$ cat src/rtl/shift_load_sequencer.sv
// shift_load_sequencer: FIFO-buffered feeder that loads a word into the cyclic shifter, then idles load for SHIFTS cycles.
// Latency: word accepted at edge k drives o_load from edge k+1; back-to-back word period is 1+SHIFTS cycles.
// Backpressure: o_ready = FIFO not full; `SHIFT_LOAD_SEQ_WORDCNT_EN adds the o_word_cnt load counter.

module slq_fifo #(
    parameter int WIDTH = 16,
    parameter int DEPTH = 2
) (
    input  logic             i_clk,
    input  logic             i_rst_n,
    input  logic             flush,
    input  logic             wr_vld,
    input  logic [WIDTH-1:0] wr_dat,
    output logic             wr_rdy,
    input  logic             rd_en,
    output logic             rd_vld,
    output logic [WIDTH-1:0] rd_dat
);
    localparam int PW = $clog2(DEPTH);
    localparam int CW = $clog2(DEPTH + 1);

    logic [WIDTH-1:0] mem [DEPTH];
    logic [PW-1:0]    wptr_q;
    logic [PW-1:0]    rptr_q;
    logic [CW-1:0]    cnt_q;
    logic             push;
    logic             pop;

    // A full FIFO rejects the write even when a pop frees a slot on the same edge.
    assign wr_rdy = (cnt_q < CW'(DEPTH));
    assign rd_vld = (cnt_q != '0);
    assign rd_dat = mem[rptr_q];
    assign push   = wr_vld && wr_rdy && !flush;
    assign pop    = rd_en && rd_vld && !flush;

    always_ff @(posedge i_clk or negedge i_rst_n) begin
        if (!i_rst_n) begin
            wptr_q <= '0;
            rptr_q <= '0;
            cnt_q  <= '0;
        end else if (flush) begin
            wptr_q <= '0;
            rptr_q <= '0;
            cnt_q  <= '0;
        end else begin
            if (push) wptr_q <= wptr_q + PW'(1);
            if (pop)  rptr_q <= rptr_q + PW'(1);
            if (push && !pop)      cnt_q <= cnt_q + CW'(1);
            else if (pop && !push) cnt_q <= cnt_q - CW'(1);
        end
    end

    always_ff @(posedge i_clk) begin
        if (push) mem[wptr_q] <= wr_dat;
    end
endmodule

module shift_load_sequencer #(
    parameter int WIDTH  = 16,
    parameter int SHIFTS = 16,
    parameter int DEPTH  = 2
) (
    input  logic             i_clk,
    input  logic             i_rst_n,
    input  logic             i_valid,
    input  logic [WIDTH-1:0] i_data,
    output logic             o_ready,
    input  logic             i_flush,
    output logic             o_load,
    output logic [WIDTH-1:0] o_din,
    output logic             o_clr,
    output logic             o_busy,
    output logic             o_word_done
`ifdef SHIFT_LOAD_SEQ_WORDCNT_EN
    , output logic [15:0]    o_word_cnt
`endif
);
    localparam int SCW = (SHIFTS > 1) ? $clog2(SHIFTS) : 1;

    typedef enum logic [1:0] {IDLE, LOAD, SHIFT} state_t;

    state_t           state_q;
    state_t           state_d;
    logic [SCW-1:0]   shcnt_q;
    logic [SCW-1:0]   shcnt_d;
    logic             fifo_rd_vld;
    logic [WIDTH-1:0] fifo_rd_dat;
    logic             push_now;
    logic             shift_last;
    logic [WIDTH-1:0] head_dat;

    slq_fifo #(.WIDTH(WIDTH), .DEPTH(DEPTH)) u_fifo (
        .i_clk   (i_clk),
        .i_rst_n (i_rst_n),
        .flush   (i_flush),
        .wr_vld  (i_valid),
        .wr_dat  (i_data),
        .wr_rdy  (o_ready),
        .rd_en   (state_q == LOAD),
        .rd_vld  (fifo_rd_vld),
        .rd_dat  (fifo_rd_dat)
    );

    assign push_now   = i_valid && o_ready;
    assign shift_last = (shcnt_q == SCW'(SHIFTS - 1));
    // An empty FIFO at the end of a word can still reload from a word arriving on that same edge.
    assign head_dat   = fifo_rd_vld ? fifo_rd_dat : i_data;
    assign o_busy     = (state_q != IDLE);

    always_comb begin
        state_d = state_q;
        shcnt_d = shcnt_q;
        unique case (state_q)
            IDLE: begin
                if (fifo_rd_vld) state_d = LOAD;
            end
            LOAD: begin
                state_d = SHIFT;
                shcnt_d = '0;
            end
            SHIFT: begin
                if (shift_last) begin
                    state_d = (fifo_rd_vld || push_now) ? LOAD : IDLE;
                    shcnt_d = '0;
                end else begin
                    shcnt_d = shcnt_q + SCW'(1);
                end
            end
            default: state_d = IDLE;
        endcase
        if (i_flush) begin
            state_d = IDLE;
            shcnt_d = '0;
        end
    end

    // Outputs are registered off the next state so they line up with the state they describe.
    always_ff @(posedge i_clk or negedge i_rst_n) begin
        if (!i_rst_n) begin
            state_q     <= IDLE;
            shcnt_q     <= '0;
            o_load      <= 1'b0;
            o_din       <= '0;
            o_clr       <= 1'b0;
            o_word_done <= 1'b0;
        end else begin
            state_q     <= state_d;
            shcnt_q     <= shcnt_d;
            o_load      <= (state_d == LOAD);
            o_clr       <= i_flush;
            o_word_done <= (state_d == SHIFT) && (shcnt_d == SCW'(SHIFTS - 1));
            if (state_d == LOAD) o_din <= head_dat;
        end
    end

`ifdef SHIFT_LOAD_SEQ_WORDCNT_EN
    // Survives flush on purpose: it counts every load ever issued since reset.
    always_ff @(posedge i_clk or negedge i_rst_n) begin
        if (!i_rst_n)              o_word_cnt <= '0;
        else if (state_d == LOAD)  o_word_cnt <= o_word_cnt + 16'd1;
    end
`endif
endmodule

$ cat config.mk
export PLATFORM = sky130hd
export DESIGN_NAME = shift_load_sequencer
export DESIGN_NICKNAME = d
export VERILOG_FILES = /design/src/rtl/shift_load_sequencer.sv
export SDC_FILE = /design/constraint.sdc
export NUM_CORES = 1
export LEC_CHECK = 0
export CORE_AREA = 2 2 72 74
export CTS_BUF_LIST = sky130_fd_sc_hd__clkbuf_16
export DETAILED_ROUTE_END_ITERATION = 8
export DIE_AREA = 0 0 74 76
export GPL_TIMING_DRIVEN = 0
export PLACE_DENSITY = 0.8
export SLEW_MARGIN = 20
export SYNTH_ARGS = -nofsm -noshare
export SYNTH_HDL_FRONTEND = slang
export SYNTH_SLANG_ARGS = --single-unit
$ cat constraint.sdc
create_clock -name i_clk -period 3.85 [get_ports i_clk]
set_input_delay 0.5775 -clock i_clk [delete_from_list [all_inputs] [get_ports i_clk]]
set_output_delay 0.5775 -clock i_clk [all_outputs]
set_load 0.01 [all_outputs]
==> impl_metrics.tcl <==
set metrics [dict create \
    dp_worst_setup_slack_ns 1.42 \
    worstPathMaxFanout 5 \
    clockBufferDepth 2 \
    wl_per_cell_um 16.2 \
    ys_types 35 \
    crit_required_ns 3.27 \
    syn-cell-area_mm2 0.00266 \
    synth_top_area_frac 0.361 \
    swShare 0.292 \
    drv_cap 0 \
    clock-sinks 61 \
    criticalPathCategory "reg -> out" \
    cts_resized 0 \
    io_pins 41 \
    numCtsBuffers 9 \
    holdBufCountCts 0 \
    initial_utilization 0.542 \
    tritoncts "yes" \
    slew_violations 0 \
    rsz0062_at_grt "false" \
    syn2layout_area_growth_pct 29.7 \
    grt_max_degree 30 \
    vias_per_cell 5.37 \
    vdd_drop_max_mv 0.343 \
    placementRows 26 \
    path_clk_slew_ns 0.05 \
    synthCells 214 \
    antenna_found_initial 0 \
    synth_warnings 0 \
    die_y_um 76 \
    core_area_mm2 0.00491 \
    p_leak_uw 0.00136 \
    port_buffers 40 \
    avgSynthCellArea_um2 12.4 \
    run_status "finished, final reports clean" \
    start_kind "flop" \
    fmax_mhz 451 \
    tightest_slew_ns 0.722 \
    drive_above_1_share 0.168 \
    finalCritPeriodShare 0.576 \
    htreeDepth 3 \
    grt_pass1_wl_um 9060 \
    synth_fp_nets 239 \
    grt_pass1_vias 1851 \
    finalHoldViolCount 0 \
    layout_setup_ws_ns 1.63 \
    cts_root_buffer "clkbuf_16" \
    synth.area.top_cells "edfxtp_1 (36%), dfrtp_1 (27%), mux2i_1 (6.4%)" \
    fin_crit_ns 2.22 \
    yosys.area.top_type "edfxtp_1" \
    wl_um 5560 \
    critPathArrivalTime_ns 1.64 \
    seq_power_share 0.399 \
    postCtsSetupBuffers 0 \
    antenna_left 0 \
    via_count 1847 \
    cp-end-kind "primary output" \
    power_frac_clock 0.328 \
    pwr-share-comb 0.272 \
    setup-tns-final_ns 0 \
    fin_nets 294 \
    insertion_delay_ns 0.32 \
    yosysSeqAreaShare 0.633 \
    die_x_um 74 \
    setup_viol 0 \
    drtIter0Drc 143 \
    relSlewSlack 0.519 \
    reg2reg_depth 7 \
    synth-seq-cells 61 \
    n_antenna_cell 0 \
    power_density_mw_per_mm2 617 \
    p_int_uw 1510 \
    die_area_mm2 0.00562 \
    drc_errors 0 \
    finClkSkew_ns 0.00651 \
    grt-ovfl-total 0 \
    hold_path.class "in -> async" \
    p_switching_uw 623 \
    track_usage 0.218 \
    hpwl_um 3570 \
    dr.pass1.iters 4 \
    place_congestion 0.764 \
]
==> Yosys cell counts <==
cell / n
nand3_1: 2
buf_1: 1
o221a_4: 1
dfrtp_1: 29
o211ai_4: 1
or3_1: 1
inv_1: 9
nor3_1: 2
nor2_1: 22
nor3b_1: 1
and3_1: 2
nand2_2: 1
mux2i_1: 17
a21oi_1: 20
nor2b_1: 2
a31oi_2: 1
o21ai_1: 6
xor2_1: 3
nand4b_1: 1
clkbuf_1: 1
buf_6: 4
or2_1: 1
a31oi_1: 1
ha_1: 5
buf_4: 1
o21ai_0: 2
o31ai_1: 2
buf_2: 3
edfxtp_1: 32
a211oi_2: 1
nor3_2: 2
nand2_1: 24
o21a_1: 1
nand4_1: 2
o21ai_2: 10
==> power by group through the flow <==
stage	registers (µW)	logic, µW	clock network [µW]
floorplan	892	280	0
global placement	856	563	0
detailed placement	862	582	0
CTS	852	587	711
global route	863	643	741
finish	851	580	700
==> worst paths after layout <==
path,start,to,slack (ns)
worst max-delay path,state_q[0]$_DFF_PN0_,o_busy,1.63
worst min register to register,o_din[0]$_DFFE_PN0N_,o_din[0]$_DFFE_PN0N_,0.48
worst max register to register,state_q[1]$_DFF_PN0_,o_word_done$_DFF_PN0_,1.99
worst min-delay path,i_rst_n,state_q[0]$_DFF_PN0_,0.31
max in group asynchronous,i_rst_n,o_din[7]$_DFFE_PN0N_,3.07
min in group i_clk,o_din[0]$_DFFE_PN0N_,o_din[0]$_DFFE_PN0N_,0.48
==> cells in the final DEF (no fill, tap or decap), types with 2 or more instances in the layout <==
master           netlist  final
ha_1                   5      5
dfrtp_1               29     29
inv_1                  9     10
o21ai_0                2      2
nand4_1                2      2
a21oi_1               20     20
nand2_1               24     24
xor2_1                 3      3
edfxtp_1              32     32
buf_4                  1      3
nor3_2                 2      3
mux2i_1               17     17
o31ai_1                2      2
clkbuf_16              0      9
buf_2                  3      4
clkdlybuf4s50_1        0     39
clkinv_2               0      4
nor2b_1                2      2
and3_1                 2      2
o21ai_2               10     10
nand3_1                2      2
nor2_1                22     22
o21ai_1                6      6
buf_6                  4      6
==> worst max-delay path, cell delays in order, from the launching register on <==
cell and delay (ns):
dfrtp_1 0.42, inv_1 0.08, ha_1 0.23, inv_1 0.06, clkdlybuf4s50_1 0.52
==> sequential cells by signal (all words and copies together) (netlist names) <==
| register | count |
|---|---|
| u_fifo.wptr_q | 1 |
| u_fifo.rptr_q | 1 |
| o_clr | 1 |
| o_word_done | 1 |
| state_q | 2 |
| o_din | 16 |
| o_load | 1 |
| u_fifo.mem | 32 |
| shcnt_q | 4 |
| u_fifo.cnt_q | 2 |
==> final cells by class <==
| type | instances | area [µm²] |
|---|---|---|
| sequential | 61 | 1690 |
| tap | 70 | 87.6 |
| multi-input combinational | 134 | 877 |
| timing repair buffer | 44 | 433 |
| buffer | 10 | 75.1 |
| inverter | 9 | 33.8 |
| clock buffer | 9 | 225 |
| clock inverter | 7 | 35.0 |
| fill | 349 | 1460 |
==> stage by stage <==
step / power (µW) / utilization / hold slack (ns) / instances / area [µm²]
2_1_floorplan: 1170 / - / 0.282 / 214 / 2660
5_1_grt: 2250 / 0.703 / 0.355 / 344 / 3450
3_5_place_dp: 1440 / 0.650 / 0.469 / 328 / 3190
3_3_place_gp: 1420 / 0.641 / 0.461 / 324 / 3150
6_report: 2130 / 0.703 / 0.313 / 344 / 3450
4_1_cts: 2150 / 0.703 / 0.325 / 344 / 3450
==> routing by layer <==
metal | GRT usage | up-vias | part of all wire
met2 | 0.339 | 50 | 0.50
met3 | 0.0516 | 13 | 0.037
met4 | 0.102 | 0 | 0.024
met5 | 0 | - | 0
met1 | 0.287 | 917 | 0.44
li1 | - | 867 | -
==> kinds of logic (layout without fill, tap and decap cells) <==
group	after synthesis	after routing	synth area share
and+or+nand+nor	63	63	0.107
DFF	61	61	0.633
AOI/OAI and AO/OA	46	46	0.121
buffers and inverters	19	79	0.0409
muxes	17	17	0.0639
adders and majority gates	5	5	0.0235
xor gates and xnor gates	3	3	0.00987
Note: power is estimated with default switching activity, not from simulation.
